**src/rtl/i2c_flush_master.sv**
```systemverilog
// I2C write master: bytes are queued in a FIFO, and a FLUSH pulse sends START, the address,
// the queued bytes and STOP, with ACK checking after every byte.
module i2c_flush_master #(
    parameter logic [7:0]  SLAVE_ADDR = 8'h82,
    parameter int unsigned DEPTH      = 16,
    parameter int unsigned CLK_DIV    = 12,
    parameter int unsigned CNT_W      = 5
) (
    input  logic             CLK,
    input  logic             GSRn,
    input  logic             WR_EN,
    input  logic [7:0]       WR_DATA,
    input  logic             FLUSH,
    output logic             FULL,
    output logic [CNT_W-1:0] COUNT,
    output logic             BUSY,
    output logic             DONE,
    output logic             NACK,
    output logic             SCL_OE,
    output logic             SDA_OE,
    input  logic             SDA_I
);

    localparam int unsigned PW = $clog2(DEPTH);
    localparam int unsigned QW = (CLK_DIV > 1) ? $clog2(CLK_DIV) : 1;
    localparam logic [QW-1:0]    QLAST    = QW'(CLK_DIV - 1);
    localparam logic [CNT_W-1:0] CNT_FULL = CNT_W'(DEPTH);

    typedef enum logic [2:0] {
        StIdle,
        StStart,
        StAddr,
        StData,
        StAck,
        StStop,
        StEnd
    } state_t;

    state_t           r_state, w_state_d;
    logic [QW-1:0]    r_qcnt, w_qcnt_d;
    logic [1:0]       r_quarter, w_quarter_d;
    logic [2:0]       r_bit, w_bit_d;
    logic [7:0]       r_shift, w_shift_d;
    logic [CNT_W-1:0] r_remain, w_remain_d;
    logic             r_after_addr, w_after_addr_d;
    logic             r_sda_smp, w_sda_smp_d;
    logic             r_sda_meta, r_sda_sync;
    logic [PW-1:0]    r_wr_ptr, w_wr_ptr_d;
    logic [PW-1:0]    r_rd_ptr, w_rd_ptr_d;
    logic [CNT_W-1:0] r_count, w_count_d;
    logic             r_nack, w_nack_d;
    logic             r_done, w_done_d;
    logic             r_scl_oe, w_scl_oe_d;
    logic             r_sda_oe, w_sda_oe_d;
    logic [7:0]       r_mem [DEPTH];

    logic             w_full;
    logic             w_push;
    logic             w_tick;
    logic [CNT_W-1:0] w_pop_amt;
    logic [PW-1:0]    w_rd_next;

    assign w_full    = (r_count == CNT_FULL);
    assign w_push    = WR_EN && !w_full;
    assign w_tick    = (r_qcnt == QLAST);
    assign w_rd_next = r_rd_ptr + PW'(1);

    always_comb begin
        w_state_d      = r_state;
        w_qcnt_d       = '0;
        w_quarter_d    = r_quarter;
        w_bit_d        = r_bit;
        w_shift_d      = r_shift;
        w_remain_d     = r_remain;
        w_after_addr_d = r_after_addr;
        w_sda_smp_d    = r_sda_smp;
        w_nack_d       = r_nack;
        w_done_d       = 1'b0;
        w_pop_amt      = '0;

        if (r_state != StIdle && r_state != StEnd) begin
            w_qcnt_d = w_tick ? '0 : r_qcnt + QW'(1);
            if (w_tick) begin
                w_quarter_d = r_quarter + 2'd1;
            end
        end

        case (r_state)
            StIdle: begin
                w_quarter_d = 2'd0;
                if (FLUSH && r_count != '0) begin
                    w_state_d  = StStart;
                    w_remain_d = r_count;
                    w_nack_d   = 1'b0;
                end
            end
            StStart: begin
                if (w_tick && r_quarter == 2'd1) begin
                    w_state_d      = StAddr;
                    w_quarter_d    = 2'd0;
                    w_bit_d        = 3'd0;
                    w_shift_d      = {SLAVE_ADDR[7:1], 1'b0};
                    w_after_addr_d = 1'b1;
                end
            end
            StAddr, StData: begin
                if (w_tick && r_quarter == 2'd3) begin
                    w_shift_d = {r_shift[6:0], 1'b0};
                    w_bit_d   = r_bit + 3'd1;
                    if (r_bit == 3'd7) begin
                        w_state_d = StAck;
                    end
                end
            end
            StAck: begin
                // SCL has been high a full quarter here, so the synced level is settled
                if (w_tick && r_quarter == 2'd2) begin
                    w_sda_smp_d = r_sda_sync;
                end
                if (w_tick && r_quarter == 2'd3) begin
                    w_after_addr_d = 1'b0;
                    w_bit_d        = 3'd0;
                    if (r_sda_smp) begin
                        // Drop every unsent byte of this snapshot, the refused one included
                        w_nack_d   = 1'b1;
                        w_pop_amt  = r_remain;
                        w_remain_d = '0;
                        w_state_d  = StStop;
                    end else if (r_after_addr) begin
                        w_state_d = StData;
                        w_shift_d = r_mem[r_rd_ptr];
                    end else begin
                        w_pop_amt  = CNT_W'(1);
                        w_remain_d = r_remain - CNT_W'(1);
                        if (r_remain == CNT_W'(1)) begin
                            w_state_d = StStop;
                        end else begin
                            w_state_d = StData;
                            w_shift_d = r_mem[w_rd_next];
                        end
                    end
                end
            end
            StStop: begin
                if (w_tick && r_quarter == 2'd2) begin
                    w_state_d = StEnd;
                end
            end
            StEnd: begin
                w_quarter_d = 2'd0;
                w_state_d   = StIdle;
                w_done_d    = 1'b1;
            end
            default: begin
                w_state_d = StIdle;
            end
        endcase

        w_wr_ptr_d = r_wr_ptr + PW'(w_push);
        w_rd_ptr_d = r_rd_ptr + w_pop_amt[PW-1:0];
        w_count_d  = r_count + CNT_W'(w_push) - w_pop_amt;
    end

    // Pad enables are registered from the next state so the open-drain lines never glitch
    always_comb begin
        w_scl_oe_d = 1'b0;
        w_sda_oe_d = 1'b0;
        case (w_state_d)
            StStart: begin
                w_sda_oe_d = (w_quarter_d == 2'd1);
            end
            StAddr, StData: begin
                w_scl_oe_d = (w_quarter_d == 2'd0) || (w_quarter_d == 2'd3);
                w_sda_oe_d = !w_shift_d[7];
            end
            StAck: begin
                w_scl_oe_d = (w_quarter_d == 2'd0) || (w_quarter_d == 2'd3);
            end
            StStop: begin
                w_scl_oe_d = (w_quarter_d == 2'd0);
                w_sda_oe_d = (w_quarter_d != 2'd2);
            end
            default: begin
                w_scl_oe_d = 1'b0;
                w_sda_oe_d = 1'b0;
            end
        endcase
    end

    always_ff @(posedge CLK or negedge GSRn) begin
        if (!GSRn) begin
            r_state      <= StIdle;
            r_qcnt       <= '0;
            r_quarter    <= 2'd0;
            r_bit        <= 3'd0;
            r_shift      <= 8'd0;
            r_remain     <= '0;
            r_after_addr <= 1'b0;
            r_sda_smp    <= 1'b0;
            r_sda_meta   <= 1'b1;
            r_sda_sync   <= 1'b1;
            r_wr_ptr     <= '0;
            r_rd_ptr     <= '0;
            r_count      <= '0;
            r_nack       <= 1'b0;
            r_done       <= 1'b0;
            r_scl_oe     <= 1'b0;
            r_sda_oe     <= 1'b0;
        end else begin
            r_state      <= w_state_d;
            r_qcnt       <= w_qcnt_d;
            r_quarter    <= w_quarter_d;
            r_bit        <= w_bit_d;
            r_shift      <= w_shift_d;
            r_remain     <= w_remain_d;
            r_after_addr <= w_after_addr_d;
            r_sda_smp    <= w_sda_smp_d;
            r_sda_meta   <= SDA_I;
            r_sda_sync   <= r_sda_meta;
            r_wr_ptr     <= w_wr_ptr_d;
            r_rd_ptr     <= w_rd_ptr_d;
            r_count      <= w_count_d;
            r_nack       <= w_nack_d;
            r_done       <= w_done_d;
            r_scl_oe     <= w_scl_oe_d;
            r_sda_oe     <= w_sda_oe_d;
        end
    end

    always_ff @(posedge CLK) begin
        if (w_push) begin
            r_mem[r_wr_ptr] <= WR_DATA;
        end
    end

    assign FULL   = w_full;
    assign COUNT  = r_count;
    assign BUSY   = (r_state != StIdle);
    assign DONE   = r_done;
    assign NACK   = r_nack;
    assign SCL_OE = r_scl_oe;
    assign SDA_OE = r_sda_oe;

endmodule

```
**config.mk**
```make
export PLATFORM = sky130hd
export DESIGN_NAME = i2c_flush_master
export DESIGN_NICKNAME = d
export VERILOG_FILES = /design/src/rtl/i2c_flush_master.sv
export SDC_FILE = /design/constraint.sdc
export NUM_CORES = 1
export LEC_CHECK = 0
export CORE_ASPECT_RATIO = 0.6
export CORE_UTILIZATION = 64
export CTS_BUF_LIST = sky130_fd_sc_hd__clkbuf_8
export CTS_CLUSTER_DIAMETER = 200
export DETAILED_ROUTE_END_ITERATION = 10
export MAX_ROUTING_LAYER = met4
export PLACE_DENSITY = 0.91
export SETUP_SLACK_MARGIN = 0.02
export SLEW_MARGIN = 20
export SYNTH_ARGS = -nofsm -noshare
export SYNTH_HDL_FRONTEND = slang
export SYNTH_SLANG_ARGS = --single-unit
```
**constraint.sdc**
```tcl
create_clock -name CLK -period 3.42 [get_ports CLK]
set_input_delay 0.684 -clock CLK [delete_from_list [all_inputs] [get_ports CLK]]
set_output_delay 0.684 -clock CLK [all_outputs]
set_load 0.01 [all_outputs]
```
# [Yosys cells after proc, flatten, opt, wreduce, memory -nomap -nowiden]
# Memory sizes are Yosys's and may differ from the RTL's.
# Index checks and enable logic that the tools add are counted.
[op_classes] n_shift=0 bitwise=0 multipliers=0 n_eq_ne=30 reduce_logical=26 n_lt_le_gt_ge=0 div=0 muxes=48 addsub=9
[op_table] operator="8-bit 2-to-1 mux" n=6
[op_table] operator="3-bit 2-to-1 mux" n=12
[op_table] operator="5-bit 2-to-1 mux" n=7
[op_table] operator="8-bit one-hot mux with 3 select lines" n=1
[op_table] operator="3-bit equality test, second input constant" n=6
[op_table] operator="3-bit one-hot mux with 5 select lines" n=1
[op_table] operator="2-bit inequality test, second input constant" n=7
[op_table] operator="3-bit by 2-bit equality test with 1-bit output, second input constant" n=4
[op_table] operator="4-bit AND reduction" n=3
[op_table] operator="5-bit one-hot mux with 2 select lines" n=1
[op_table] operator="1-bit 2-to-1 mux" n=9
[op_table] operator="3-bit inequality test, second input constant" n=3
[op_table] operator="3-bit one-hot mux with 3 select lines" n=1
[op_table] operator="4-bit by 1-bit adder with 4-bit output, second input constant" n=2
[op_table] operator="4-bit 2-to-1 mux" n=2
[op_table] operator="2-bit equality test, second input constant" n=3
[op_table] operator="3-bit by 1-bit equality test with 1-bit output, second input constant" n=2
[op_table] operator="1-bit logical AND" n=6
[op_table] operator="2-bit 2-to-1 mux" n=3
[op_table] operator="1-bit one-hot mux with 2 select lines" n=3
[op_table] operator="6-bit AND reduction" n=1
[op_table] operator="3-bit nonzero test" n=2
[op_table] operator="2-bit OR reduction" n=3
[op_table] operator="5-bit by 1-bit adder with 5-bit output" n=1
[op_table] operator="21 further kinds" n=24
[word_totals] rom_bits=0 ram_bits=128 latchBits=0 word_cells=132 mem_count=1 out_inout_bits=11 ff_bits=46 inputBits=13
[mem_list] memory="r_mem" depth=16 word_bits=8 rd=2 rd_clocked_by_memory_dff=0 write_ports=1 line_no="55" source="logic [7:0] r_mem [DEPTH];"

# [Logic depth before layout (Yosys ltp)]
# Gate-level depths: netlist of run 1.
[depth] ltp_word=9 depth_mapped=15 ltp_nobuf=14

# [Worst setup path before layout of run 1]
# No wires, ideal clock.
[synth_timing] path_type="register to register" startpoint="reg r_state[2]" endpoint="reg r_count[4], in the netlist COUNT[4]" synth_period_minus_slack_ns=2.971 t_required_ns=3.295 path_buffers=2 setup_time_ns=0.125 arrival_ns=2.846 slack_ns=0.449 path_stages_with_launch=16 path_cell_list="dfrtp_1 clkbuf_1 or3b_1 clkbuf_1 nor2_1 and3_1 ha_1 inv_1 ha_1 inv_1 fa_1 inv_1 a21o_1 a21oi_1 xnor2_1 xnor2_1"
[synth_via] elab_chain_cells=3
[synth_rtl] element="start: declaration" line_no="39" source="state_t r_state, w_state_d;"
[synth_rtl] element="start signal: assignment" line_no="192" source="r_state <= StIdle;"
[synth_rtl] element="start signal: assignment" line_no="210" source="r_state <= w_state_d;"
[synth_rtl] element="3-bit equality test" line_no="88" source="case (r_state)"
[synth_rtl] element="5-bit 2-to-1 mux" line_no="88"
[synth_rtl] element="5-bit subtractor" line_no="161" source="w_count_d = r_count + CNT_W'(w_push) - w_pop_amt;"
[synth_rtl] element="named net w_count_d[4]" line_no="50" source="logic [CNT_W-1:0] r_count, w_count_d;"
[synth_rtl] element="end signal: assignment" line_no="222" source="r_count <= w_count_d;"
[synth_rtl] element="end: declaration" line_no="50"
# The timed path passes the listed nets, and every way through them passes these cells.
# A chain may end at the register's enable or synchronous reset.

# [Worst setup path after layout of run 1]
[layout_timing] startpoint="reg r_state[0]" endpoint="reg r_count[4], in the netlist COUNT[4]"
# The elaborated chain is that of the path after synthesis.

==> impl_results.md, run 1 <==
* Average via count per standard cell at 6.985
* Clock insertion delay at the later pin of the skew report at 460 ps
* Capturing element type of the critical path: register
* Headroom to the max-slew limit at 37.62%
* Max-cap viol count at 0
* Count of flip-flops with a built-in enable after synthesis at 128
* DIE HEIGHT at ~90 µm
* Most frequent cell on the critical path: sky130_fd_sc_hd__inv_1
* Post-CTS setup buffer count at 0
* Site row count at 32
* Final Cycle Share at 93.43%
* Setup TNS at 0 ps
* Vias at 5281
* Measured slew at the worst slew-check pin at between 900 and 1000 ps
* Antenna violations before repair at 1
* Router iterations before antenna repair at 5
* Power density over the cells at 578.4 nW/µm²
* Half-perimeter wire length of the detailed placement result at about 14 mm
* Capturing instance or port of the critical path: COUNT[4]$_DFF_PN0_
* Global-route wire length before repair at between 30 and 40 mm
* Proportion of synthesized chip area in sequential cells at ~58%
* Synth async-reset ratio at 26.44%
* Final GP Congestion at 0.9563
* RR Startpoint: r_state[0]$_DFF_PN0_
* FF-to-FF End: COUNT[4]$_DFF_PN0_
* Reported leakage power at between 3 and 4 nW
* Count of pins over their slew limit at 0
* Worst path cell trace: or3b_1 > nor2_1 > and3_1 > ha_1 > inv_1 > ha_1 > inv_1 > fa_1 > inv_1 > a21o_1 > a21oi_1 > xnor2_1 > xnor2_1
* Width of the die at 151.9 µm
* Cell accounting for the most synthesized area: sky130_fd_sc_hd__edfxtp_1
* Unrepaired setup endpoints after global routing: no
* Highest attainable clock frequency at 313.0 MHz
* Final setup viols at 0
* Vias in the first global route at around 5.3k
* Area growth from synthesis to final layout at 11.09%
* Launch point of the critical path: r_state[0]$_DFF_PN0_
* Count of port buffers added during placement at 23
* Number of warnings issued by yosys at 0
* Total non-filler cell area in the finished layout at 9579 µm²
* CTS root buffer: sky130_fd_sc_hd__clkbuf_8
* Element type at the critical path start: register
* Unique masters post-synth at 63
* Total GRT Usage at between 30% and 40%
* DRC Markers at 0
* Synthesized instance count at 522
* Initial core utilization at 66.47%
* Number of clock buffers inserted by TritonCTS at 17
* Ports at 24
* Arrival time of the worst setup path at 3590 ps
* Most frequent cells after synthesis: 128 x sky130_fd_sc_hd__edfxtp_1, 56 x sky130_fd_sc_hd__mux4_2, 44 x sky130_fd_sc_hd__dfrtp_1, 37 x sky130_fd_sc_hd__nand2_1, 31 x sky130_fd_sc_hd__nor2_1
* Syn_area_per_cell at 16.52 µm²
* Cells resized by post-CTS repair at 0
* Area fraction of the dominant cell type after synthesis at 44.57%
* Number of clock sinks at 174
* R2R cell count at 13
* # H-tree levels at 4
* Full die area at 13960 µm²
* Drt wl/cell at 26.04 µm
* Post-DP Area at 9175 µm²
* Hold buffer count at cts at 0
* Flop2flop setup slack at ~220 ps
* Detailed Route WL at 19.68 mm
* Flops & latches, synth at 174
* Clock transition at the registers of the reported paths at 100 ps
* TritonCTS clock tree: built
* Main area contributors after synthesis: sky130_fd_sc_hd__edfxtp_1 45%, sky130_fd_sc_hd__mux4_2 15%, sky130_fd_sc_hd__dfrtp_1 13%
* Startpoint-to-endpoint class of the critical path: reg -> reg
* Run status: finished, final reports clean
* Cell Area, Synth at 8623 µm²
* Maximum fanout along the worst path at 8
* Most frequently used flop master after synthesis: sky130_fd_sc_hd__edfxtp_1
* Setup Skew at 14.04 ps
* Iteration-0 DRC count of the detailed router at roughly 600
* Max IR drop VDD at roughly 0.42 mV
* Max Buffers Root-to-Sink at 2
* Antenna violation net count after detailed routing at 0
* Global-route congestion overflow total at 0
* Post-Synthesis Net Count at between 500 and 600
* Core Box Area at about 13000 µm²
* Number of failing hold endpoints at the final stage at 0
* Share of post-route cells with drive strength above 1 at 22.74%
* Maximum single-stage delay on the critical path at just over 500 ps
* Layout fillers at slightly below 800
* Worst min-delay path category: in -> async
* Critical path's slowest cell: sky130_fd_sc_hd__or3b_1
* Total Nets Final at 612
* Endpoint required time on the critical path at 3810 ps
* Most common cell in the synthesized netlist: sky130_fd_sc_hd__edfxtp_1
* Fin crit period at 3195 ps
* Maximum number of pins on one net before global-route repair at 35
[critical path, delay by kind of cell, from the launching register on]
| family | cells | cell delay, ps |
|---|---|---|
| xor gates and xnor gates | 2 | 340 |
| buffers and inverters | 3 | 190 |
| DFF | 1 | 460 |
| and+or+nand+nor | 3 | 1100 |
| AOI/OAI and AO/OA | 2 | 170 |
| adders and majority gates | 3 | 860 |
[how the worst min path moves through the flow]
| stage | start | to | slack, ps |
|---|---|---|---|
| floorplan | r_sda_meta$_DFF_PN1_ | r_sda_sync$_DFF_PN1_ | 350 |
| global placement | r_sda_meta$_DFF_PN1_ | r_sda_sync$_DFF_PN1_ | 350 |
| detailed placement | r_sda_meta$_DFF_PN1_ | r_sda_sync$_DFF_PN1_ | 350 |
| CTS | GSRn | r_shift[1]$_DFFE_PN0P_ | 340 |
| global route | r_sda_meta$_DFF_PN1_ | r_sda_sync$_DFF_PN1_ | 360 |
| finish | GSRn | r_shift[1]$_DFFE_PN0P_ | 320 |
[power breakdown]
| group | leakage [nW] | switching (mW) | internal [mW] | total, mW |
|---|---|---|---|---|
| Clock | 0.210 | 0.843 | 0.619 | 1.46 |
| Sequential | 1.75 | 0.268 | 2.58 | 2.85 |
| Combinational | 1.47 | 0.669 | 0.561 | 1.23 |
| Total | 3.42 | 1.78 | 3.76 | 5.54 |
[per-layer routing]
layer | part of all wire [%] | track usage, %
met5 | 0 | -
met4 | 1.2 | 8.250
met1 | 41 | 44.23
met2 | 47 | 46.06
met3 | 11 | 7.136
[stage by stage]
| stage | util (%) | hold slack, ps | power, mW | std cells | worst slack, ps |
|---|---|---|---|---|---|
| 2_1_floorplan | - | 345.2 | 3.592 | 522 | 448.5 |
| 3_3_place_gp | 70.73 | 346.1 | 3.994 | 723 | 467.7 |
| 3_5_place_dp | 70.73 | 352.0 | 4.090 | 723 | 266.9 |
| 4_1_cts | 73.82 | 337.6 | 5.526 | 755 | 275.3 |
| 5_1_grt | 73.84 | 356.1 | 5.784 | 756 | 64.65 |
| 6_report | 73.84 | 323.5 | 5.541 | 756 | 224.7 |
[layout by cell type, fill, tap and decap left out, drive strengths merged, types with 17 or more instances in the layout]
| cell type | netlist | layout |
|---|---|---|
| clkbuf | 14 | 17 |
| ha | 25 | 25 |
| nor2 | 31 | 31 |
| inv | 25 | 37 |
| dfrtp | 44 | 44 |
| clkdlybuf4s50 | 0 | 22 |
| nand2 | 37 | 37 |
| mux4 | 76 | 76 |
| buf | 10 | 33 |
| edfxtp | 128 | 128 |
[sequential cells by signal (all words and copies together) (netlist names), 2 cells and up]
name and count:
r_mem 128, r_shift 8, COUNT 5, r_remain 5, r_qcnt 4, r_rd_ptr 4, r_wr_ptr 4, r_bit 3
r_state 3, r_quarter 2
[layout make-up]
type / count / area, µm² / share of cell area, %
Inverter: 25 / 93.84 / 0.9796
Timing Repair Buffer: 55 / 478.0 / 4.990
Clock buffer: 17 / 234.0 / 2.443
Clock inverter: 15 / 167.7 / 1.750
Antenna cell: 1 / 2.502 / 0.02612
Tap cell: 170 / 212.7 / 2.220
Multi-Input combinational cell: 299 / 3391 / 35.40
Sequential cell: 174 / 5000 / 52.19
[logic make-up after synthesis]
family                     after synthesis  share of synthesized area (%)
AOI/OAI and AO/OA                       54                          4.571
xor gates and xnor gates                14                          1.727
adders and majority gates               27                          4.092
buffers and inverters                   49                          2.728
DFF                                    174                          57.95
muxes                                   86                          21.92
and+or+nand+nor                        118                          7.008
No activity file was read; power rests on OpenSTA's default activity.
==> inputs of run 2 (changes only) <==
--- a/config.mk
+++ b/config.mk
@@ -5,6 +5,7 @@
 export SDC_FILE = /design/constraint.sdc
 export NUM_CORES = 1
 export LEC_CHECK = 0
+export ABC_AREA = 1
 export CORE_ASPECT_RATIO = 0.6
 export CORE_UTILIZATION = 64
 export CTS_BUF_LIST = sky130_fd_sc_hd__clkbuf_8
==> impl_results.md, run 2 <==
* Measured slew at the worst slew-check pin at 894.7 ps (-33.22 ps)
* Fin crit period at 3108 ps (-87.78 ps)
* Post-CTS setup buffer count at 0 (unchanged)
* Total power after layout at 4.966 mW (-10%)
* DIE HEIGHT at 94.23 µm (+2.5%)
* Share of post-route cells with drive strength above 1 at 9.000% (-14 points)
* Critical path's slowest cell: sky130_fd_sc_hd__fa_1
* Area growth from synthesis to final layout at 8.978%
* Most frequent cells after synthesis: 195 x sky130_fd_sc_hd__nand2_1, 128 x sky130_fd_sc_hd__edfxtp_1, 102 x sky130_fd_sc_hd__nor2_1, 89 x sky130_fd_sc_hd__nand3_1, 75 x sky130_fd_sc_hd__o21ai_0
* Router iterations before antenna repair at 8 (+3)
* Post-Synthesis Net Count at 1004 (+79%)
* Number of clock buffers inserted by TritonCTS at 17 (unchanged)
* Synthesized instance count at 964 (+85%)
* Final setup viols at 0 (unchanged)
* Power density over the cells at 502.2 nW/µm² (-13%)
* Initial core utilization at 65.98% (-0.49 points)
* Count of flip-flops with a built-in enable after synthesis at 128 (unchanged)
* Most frequent cell on the critical path: sky130_fd_sc_hd__ha_1
* FF-to-FF End: COUNT[4]$_DFF_PN0_
* Proportion of synthesized chip area in sequential cells at 55.08% (-2.9 points)
* Synth async-reset ratio at 26.44% (unchanged)
* Capturing element type of the critical path: register
* WL met1 at 9.714 mm (+21%)
* Arrival time of the worst setup path at 3510 ps (-80 ps)
* TritonCTS clock tree: built
* Unrepaired setup endpoints after global routing: no
* Antenna violations before repair at 0 (-1)
* Worst path cell trace: ha_1 > nand2_1 > nor2_4 > nand2_4 > nor2_4 > o21ai_0 > a21oi_1 > ha_1 > inv_1 > ha_1 > inv_1 > fa_1 > o21ai_0 > xor2_1 > xnor2_1
* Highest-count cells in the layout ignoring fill and taps: 195 x sky130_fd_sc_hd__nand2_1, 128 x sky130_fd_sc_hd__edfxtp_1, 101 x sky130_fd_sc_hd__nor2_1, 89 x sky130_fd_sc_hd__nand3_1, 75 x sky130_fd_sc_hd__o21ai_0
* Endpoint required time on the critical path at 3820 ps (about the same)
* Number of clock sinks at 174 (unchanged)
* Maximum number of pins on one net before global-route repair at 98 (+180%)
* Tightest hold margin at 98.95 ps (-224.6 ps)
* Width of the die at 155.7 µm (+2.5%)
* Number of warnings issued by yosys at 0 (unchanged)
* Met3 layer wire length in the routed design at 3.428 mm (+58%)
* Number of flip-flops in the largest register at 128 (unchanged)
* Count of pins over their slew limit at 0 (unchanged)
* Worst min-delay path category: in -> async
* Clock transition at the registers of the reported paths at 100 ps (about the same)
* CTS root buffer: sky130_fd_sc_hd__clkbuf_8
* DRC Markers at 0 (unchanged)
* Startpoint-to-endpoint class of the critical path: reg -> reg
* Register bank with the most flops: r_mem
* Antenna fix cells at 0 (-1)
* Count of port buffers added during placement at 23 (unchanged)
* Setup TNS at 0 ps (unchanged)
* Antenna violation net count after detailed routing at 0 (unchanged)
* Max-cap viol count at 0 (unchanged)
* Clk pwr share at 30.8% (+4.4 points)
* Max Buffers Root-to-Sink at 2 (unchanged)
* Flop2flop setup slack at 310 ps (+90 ps)
* RR Startpoint: r_qcnt[0]$_DFF_PN0_
* Iteration-0 DRC count of the detailed router at 1226 (+110%)
* Commonest non-fill, non-tap cell in the layout: sky130_fd_sc_hd__nand2_1
* Most common cell in the synthesized netlist: sky130_fd_sc_hd__nand2_1
* Core Box Area at 13750 µm² (+6.0%)
* Cell Area, Synth at 9072 µm² (+5.2%)
* Global-route congestion overflow total at 0 (unchanged)
* Setup Skew at 13.93 ps (-0.1118 ps)
* Full die area at 14670 µm² (+5.1%)
* Half-perimeter wire length of the detailed placement result at 15.96 mm (+16%)
* Share of total power in sequential cells at 52.8% (+1.4 points)
* Number of failing hold endpoints at the final stage at 0 (unchanged)
* Vias in the first global route at 6952 (+32%)
* Cell accounting for the most synthesized area: sky130_fd_sc_hd__edfxtp_1
* Largest registers ranked by flip-flop count: r_mem x128, r_shift x8
* Site row count at 33 (+3.1%)
* Highest attainable clock frequency at 321.8 MHz (+2.8%)
* Final Cycle Share at 90.86% (-2.6 points)
* Vias at 7576 (+43%)
* # H-tree levels at 4 (unchanged)
* Highest metal layer with signal wires: met4
* Final GP Congestion at 0.9471 (-0.96%)
* Syn_area_per_cell at 9.411 µm² (-43%)
* Reported leakage power at 3.981 nW (+16%)
* Total Nets Final at 1027 (+68%)
* Sw Ratio at 28.48% (-3.7 points)
* Area fraction of the dominant cell type after synthesis at 42.37% (-2.2 points)
* Met2 routed wirelength at 10.20 mm (+10%)
* Average via count per standard cell at 6.356 (-9.0%)
* Element type at the critical path start: register
* Unique masters post-synth at 43 (-32%)
* R2R cell count at 15 (+2)
* Max IR drop VDD at 0.4014 mV (-3.5%)
* Detailed Route WL at 23.84 mm (+21%)
* Maximum fanout along the worst path at 6 (-2)
* Internal power contribution at 3.552 mW (-5.6%)
* Drt wl/cell at 20.00 µm (-23%)
* Most frequently used flop master after synthesis: sky130_fd_sc_hd__edfxtp_1
* Global-route wire length before repair at 36.83 mm (+21%)
* Main area contributors after synthesis: sky130_fd_sc_hd__edfxtp_1 42%, sky130_fd_sc_hd__dfrtp_1 12%, sky130_fd_sc_hd__nand2_1 8.1%
* Clock insertion delay at the later pin of the skew report at 470 ps (about the same)
* Switching power at 1.414 mW (-21%)
* Maximum single-stage delay on the critical path at 450 ps (-60 ps)
* Ports at 24 (unchanged)
* Flops & latches, synth at 174 (unchanged)
* Headroom to the max-slew limit at 40.35% (+2.7 points)
* Power share of the combinational group at 16.5% (-5.7 points)
* Total GRT Usage at 35.27% (+4.2 points)
* Run status: finished, final reports clean
==> run 2: changes by cell type after synthesis, moves of 9 or more <==
cell	previous run	this run
sky130_fd_sc_hd__nand3_1	5	89
sky130_fd_sc_hd__o211ai_1	1	30
sky130_fd_sc_hd__o21ai_0	1	75
sky130_fd_sc_hd__inv_1	25	64
sky130_fd_sc_hd__o21ai_1	6	17
sky130_fd_sc_hd__nand2_1	37	195
sky130_fd_sc_hd__a22oi_1	1	15
sky130_fd_sc_hd__buf_2	3	23
sky130_fd_sc_hd__a21oi_1	12	66
sky130_fd_sc_hd__mux4_1	20	0
sky130_fd_sc_hd__mux4_2	56	0
sky130_fd_sc_hd__nor2_1	31	102
sky130_fd_sc_hd__buf_4	0	9
==> run 2: layout make-up <==
| type | instances | area, µm² |
|---|---|---|
| repair buffers | 52 | 455.4 |
| well taps | 192 | 240.2 |
| fillers | 947 | 3862 |
| flip-flops and latches | 174 | 5001 |
| clock buffers | 17 | 234.0 |
| multi-input cells | 668 | 3490 |
| inverters | 74 | 285.3 |
| clock inverters | 15 | 181.4 |
==> run 2: worst max-delay path by stage <==
stage | startpoint | to
after floorplan | r_qcnt[0]$_DFF_PN0_ | COUNT[4]$_DFF_PN0_
after detailed placement | r_qcnt[0]$_DFF_PN0_ | COUNT[4]$_DFF_PN0_
after global routing | r_qcnt[0]$_DFF_PN0_ | COUNT[4]$_DFF_PN0_
after global placement | r_qcnt[0]$_DFF_PN0_ | COUNT[4]$_DFF_PN0_
after CTS | r_qcnt[0]$_DFF_PN0_ | COUNT[4]$_DFF_PN0_
final | r_qcnt[0]$_DFF_PN0_ | COUNT[4]$_DFF_PN0_
==> run 2: critical path, delay by kind of cell, from the launching register on <==
family | cells | cell delay [ps]
adder cells (fa/ha/maj) | 4 | 1080
AO/OA/AOI/OAI | 3 | 590
AND/OR/NAND/NOR | 4 | 520
XOR/XNOR | 2 | 320
flip-flops | 1 | 380
buffers and inverters | 2 | 120
==> run 2: repair_timing <==
item	4_1_cts	5_1_grt
hold buffers	0	0
endpoints found under the setup margin	0	1
gates resized for setup	0	1
==> run 2: power groups by stage <==
stage               registers [mW]  clock network [mW]  logic (mW)
CTS                           2.61                1.53       0.805
floorplan                     2.64                   0       0.469
global route                  2.64                1.60       0.898
global placement              2.65                   0       0.756
finish                        2.62                1.53       0.817
detailed placement            2.66                   0       0.797
==> run 2: cells by family (layout without fill, tap and decap cells) <==
family,count (synthesis),in the layout,synth area share (%)
compound gates,222,222,13.93
xor+xnor,17,17,1.807
fa+ha+maj,27,27,3.889
buf+inv,122,158,6.482
flops,174,174,55.08
simple gates,402,402,18.81
==> run 2: per-layer routing <==
layer	up-vias	track usage, %
li1	3378	-
met1	3523	49.80
met2	610	49.78
met3	65	8.856
met4	0	12.34
met5	-	-
==> run 2: per-stage QoR <==
stage	cells	instance area, µm²	utilization [%]	worst slack (ps)
6_report	1192	9887	71.91	312.5
5_1_grt	1192	9887	71.91	45.77
4_1_cts	1192	9884	71.89	325.5
3_5_place_dp	1160	9469	68.87	345.7
3_3_place_gp	1160	9469	68.87	452.0
2_1_floorplan	964	9072	-	660.2
==> inputs of run 3 (changes only) <==
--- a/config.mk
+++ b/config.mk
@@ -7,12 +7,12 @@
 export LEC_CHECK = 0
 export ABC_AREA = 1
 export CORE_ASPECT_RATIO = 0.6
-export CORE_UTILIZATION = 64
-export CTS_BUF_LIST = sky130_fd_sc_hd__clkbuf_8
+export CORE_UTILIZATION = 62
+export CTS_BUF_LIST = sky130_fd_sc_hd__clkbuf_16
 export CTS_CLUSTER_DIAMETER = 200
 export DETAILED_ROUTE_END_ITERATION = 10
 export MAX_ROUTING_LAYER = met4
-export PLACE_DENSITY = 0.91
+export PLACE_DENSITY = 0.89
 export SETUP_SLACK_MARGIN = 0.02
 export SLEW_MARGIN = 20
 export SYNTH_ARGS = -nofsm -noshare
==> impl_results.md, run 3 (synthesized netlist as in run 2, its figures left out) <==
* Run status: finished, final reports clean
* Antenna fix cells at 0 (unchanged)
* Final setup viols at 0 (unchanged)
* Measured slew at the worst slew-check pin at 701.8 ps (-192.9 ps)
* Vias at 7616 (+0.53%)
* Total Nets Final at 1030 (+0.29%)
* Endpoint required time on the critical path at 3790 ps (-30 ps)
* Count of port buffers added during placement at 23 (unchanged)
* Max Buffers Root-to-Sink at 2 (unchanged)
* Largest registers ranked by flip-flop count: r_mem x128, r_shift x8
* Share of total power in sequential cells at 49.3% (-3.5 points)
* Width of the die at 158.2 µm (+1.6%)
* Number of failing hold endpoints at the final stage at 0 (unchanged)
* Core Box Area at 13960 µm² (+1.5%)
* Half-perimeter wire length of the detailed placement result at 15.90 mm (-0.40%)
* Layout fillers at 971 (+2.5%)
* Average via count per standard cell at 6.373 (+0.28%)
* Worst min-delay path category: in -> async
* # H-tree levels at 4 (unchanged)
* Antenna violations before repair at 0 (unchanged)
* Global-route wire length before repair at 36.51 mm (-0.86%)
* Count of pins over their slew limit at 0 (unchanged)
* DIE HEIGHT at 95.70 µm (+1.6%)
* Vias in the first global route at 6894 (-0.83%)
* Initial core utilization at 65.01% (-0.98 points)
* Post-layout worst setup margin at 351.1 ps (+38.67 ps)
* Max-cap viol count at 0 (unchanged)
* Number of flip-flops in the largest register at 128 (unchanged)
* Maximum fanout along the worst path at 6 (unchanged)
* Area growth from synthesis to final layout at 10.87%
* Internal power contribution at 3.886 mW (+9.4%)
* Drt wl/cell at 19.89 µm (-0.56%)
* Clock transition at the registers of the reported paths at 70 ps (-30 ps)
* Setup Skew at 8.343 ps (-5.586 ps)
* Final GP Congestion at 0.9300 (-1.8%)
* Power share of the combinational group at 15.0% (-1.5 points)
* Antenna violation net count after detailed routing at 0 (unchanged)
* Commonest non-fill, non-tap cell in the layout: sky130_fd_sc_hd__nand2_1
* Iteration-0 DRC count of the detailed router at 1346 (+9.8%)
* Headroom to the max-slew limit at 53.21% (+13 points)
* Total power after layout at 5.319 mW (+7.1%)
* Tightest hold margin at 261.9 ps (+163.0 ps)
* Highest-count cells in the layout ignoring fill and taps: 195 x sky130_fd_sc_hd__nand2_1, 128 x sky130_fd_sc_hd__edfxtp_1, 101 x sky130_fd_sc_hd__nor2_1, 89 x sky130_fd_sc_hd__nand3_1, 75 x sky130_fd_sc_hd__o21ai_0
* CTS root buffer: sky130_fd_sc_hd__clkbuf_16
* Unrepaired setup endpoints after global routing: no
* Setup TNS at 0 ps (unchanged)
* Register bank with the most flops: r_mem
* Number of clock buffers inserted by TritonCTS at 17 (unchanged)
* Share of post-route cells with drive strength above 1 at 9.073% (+0.073 points)
* Worst setup slack before clock tree synthesis at 289.9 ps (-55.76 ps)
* Full die area at 15140 µm² (+3.2%)
* Site row count at 33 (unchanged)
* TritonCTS clock tree: built
* Reported leakage power at 4.037 nW (+1.4%)
* Switching power at 1.433 mW (+1.4%)
* Highest attainable clock frequency at 325.9 MHz (+1.3%)
* Arrival time of the worst setup path at 3430 ps (-80 ps)
* Fin crit period at 3069 ps (-38.67 ps)
* Element type at the critical path start: register
* Number of clock sinks at 174 (unchanged)
* Capturing element type of the critical path: register
* Clk pwr share at 35.7% (+4.9 points)
* Max IR drop VDD at 0.4315 mV (+7.5%)
* Maximum number of pins on one net before global-route repair at 74 (-24%)
* Startpoint-to-endpoint class of the critical path: reg -> reg
* Detailed Route WL at 23.77 mm (-0.31%)
* Total GRT Usage at 34.15% (-1.1 points)
* Final Cycle Share at 89.73% (-1.1 points)
* Global-route congestion overflow total at 0 (unchanged)
* Power density over the cells at 528.8 nW/µm² (+5.3%)
* Sw Ratio at 26.95% (-1.5 points)
* Router iterations before antenna repair at 8 (unchanged)
* Ports at 24 (unchanged)
* Clock insertion delay at the later pin of the skew report at 440 ps (-30 ps)
* DRC Markers at 0 (unchanged)
* Hold buffer count at cts at 0 (unchanged)
* Post-CTS setup buffer count at 0 (unchanged)
==> run 3: cell count changes in the layout (fill, tap and decap cells not counted), moves of 2 or more <==
| cell | change |
|---|---|
| sky130_fd_sc_hd__inv_6 | -5 |
| sky130_fd_sc_hd__clkinv_2 | -2 |
| sky130_fd_sc_hd__clkinvlp_4 | +3 |
| sky130_fd_sc_hd__clkinv_4 | +2 |
| sky130_fd_sc_hd__clkinv_1 | +3 |
| sky130_fd_sc_hd__clkbuf_16 | +17 |
| sky130_fd_sc_hd__clkbuf_8 | -17 |
| sky130_fd_sc_hd__buf_4 | +4 |
==> run 3: layout make-up <==
cell class / count / area (µm²) / share of cell area, %
sequential: 174 / 5001 / 49.72
multi-input combinational: 668 / 3493 / 34.73
timing repair buffer: 55 / 465.4 / 4.627
clock buffer: 17 / 425.4 / 4.229
inverter: 74 / 285.3 / 2.836
tap: 192 / 240.2 / 2.388
clock inverter: 15 / 147.6 / 1.468
==> run 3: timing repair <==
action / in CTS / in global routing
endpoints found under the setup margin: 0 / 1
gates resized for setup: 0 / 2
endpoints found under the hold margin: 0 / 0
==> run 3: critical path: stages (launching register included) <==
cell and delay [ps]:
sky130_fd_sc_hd__dfrtp_1 390, sky130_fd_sc_hd__ha_1 210, sky130_fd_sc_hd__nand2_1 100, sky130_fd_sc_hd__nor2_4 170, sky130_fd_sc_hd__nand2_4 110, sky130_fd_sc_hd__nor2_4 140, sky130_fd_sc_hd__inv_2 90, sky130_fd_sc_hd__nor2_2 190
sky130_fd_sc_hd__inv_1 90, sky130_fd_sc_hd__nor2_1 130, sky130_fd_sc_hd__inv_1 90, sky130_fd_sc_hd__ha_1 300, sky130_fd_sc_hd__inv_1 50, sky130_fd_sc_hd__fa_1 400, sky130_fd_sc_hd__o21ai_0 220, sky130_fd_sc_hd__xor2_1 190
sky130_fd_sc_hd__xnor2_1 130
==> run 3: path summary, 6_finish.rpt <==
check	to	depth (start not counted)	start	slack (ps)
worst max register to register	COUNT[4]$_DFF_PN0_	16	r_qcnt[0]$_DFF_PN0_	350
worst min register to register	r_sda_sync$_DFF_PN1_	0	r_sda_meta$_DFF_PN1_	360
max in group asynchronous	r_sda_meta$_DFF_PN1_	2	GSRn	2380
worst max-delay path	COUNT[4]$_DFF_PN0_	16	r_qcnt[0]$_DFF_PN0_	350
worst min-delay path	r_qcnt[2]$_DFF_PN0_	1	GSRn	260
min in group CLK	r_sda_sync$_DFF_PN1_	0	r_sda_meta$_DFF_PN1_	360
==> run 3: power groups by stage <==
stage	registers (mW)	clock network, mW	logic, mW
6_report	2.62	1.90	0.797
3_5_place_dp	2.66	0	0.785
5_1_grt	2.65	1.98	0.878
2_1_floorplan	2.64	0	0.469
4_1_cts	2.62	1.90	0.790
3_3_place_gp	2.65	0	0.753
==> run 3: stage by stage <==
stage / instance area (µm²) / std cells / util [%]
global route: 10060 / 1195 / 72.07
finish: 10060 / 1195 / 72.07
detailed placement: 9479 / 1163 / 67.92
CTS: 10050 / 1195 / 72.03
global placement: 9479 / 1163 / 67.92
floorplan: 9072 / 964 / -
==> run 3: routing by layer <==
metal | up-vias | part of all wire [%] | wire length (µm) | global-route usage [%]
li1 | 3392 | - | - | -
met1 | 3577 | 41 | 9680 | 47.94
met2 | 569 | 43 | 10230 | 48.98
met3 | 78 | 14 | 3227 | 7.699
met4 | 0 | 2.6 | 627 | 12.50
met5 | - | 0 | 0 | -
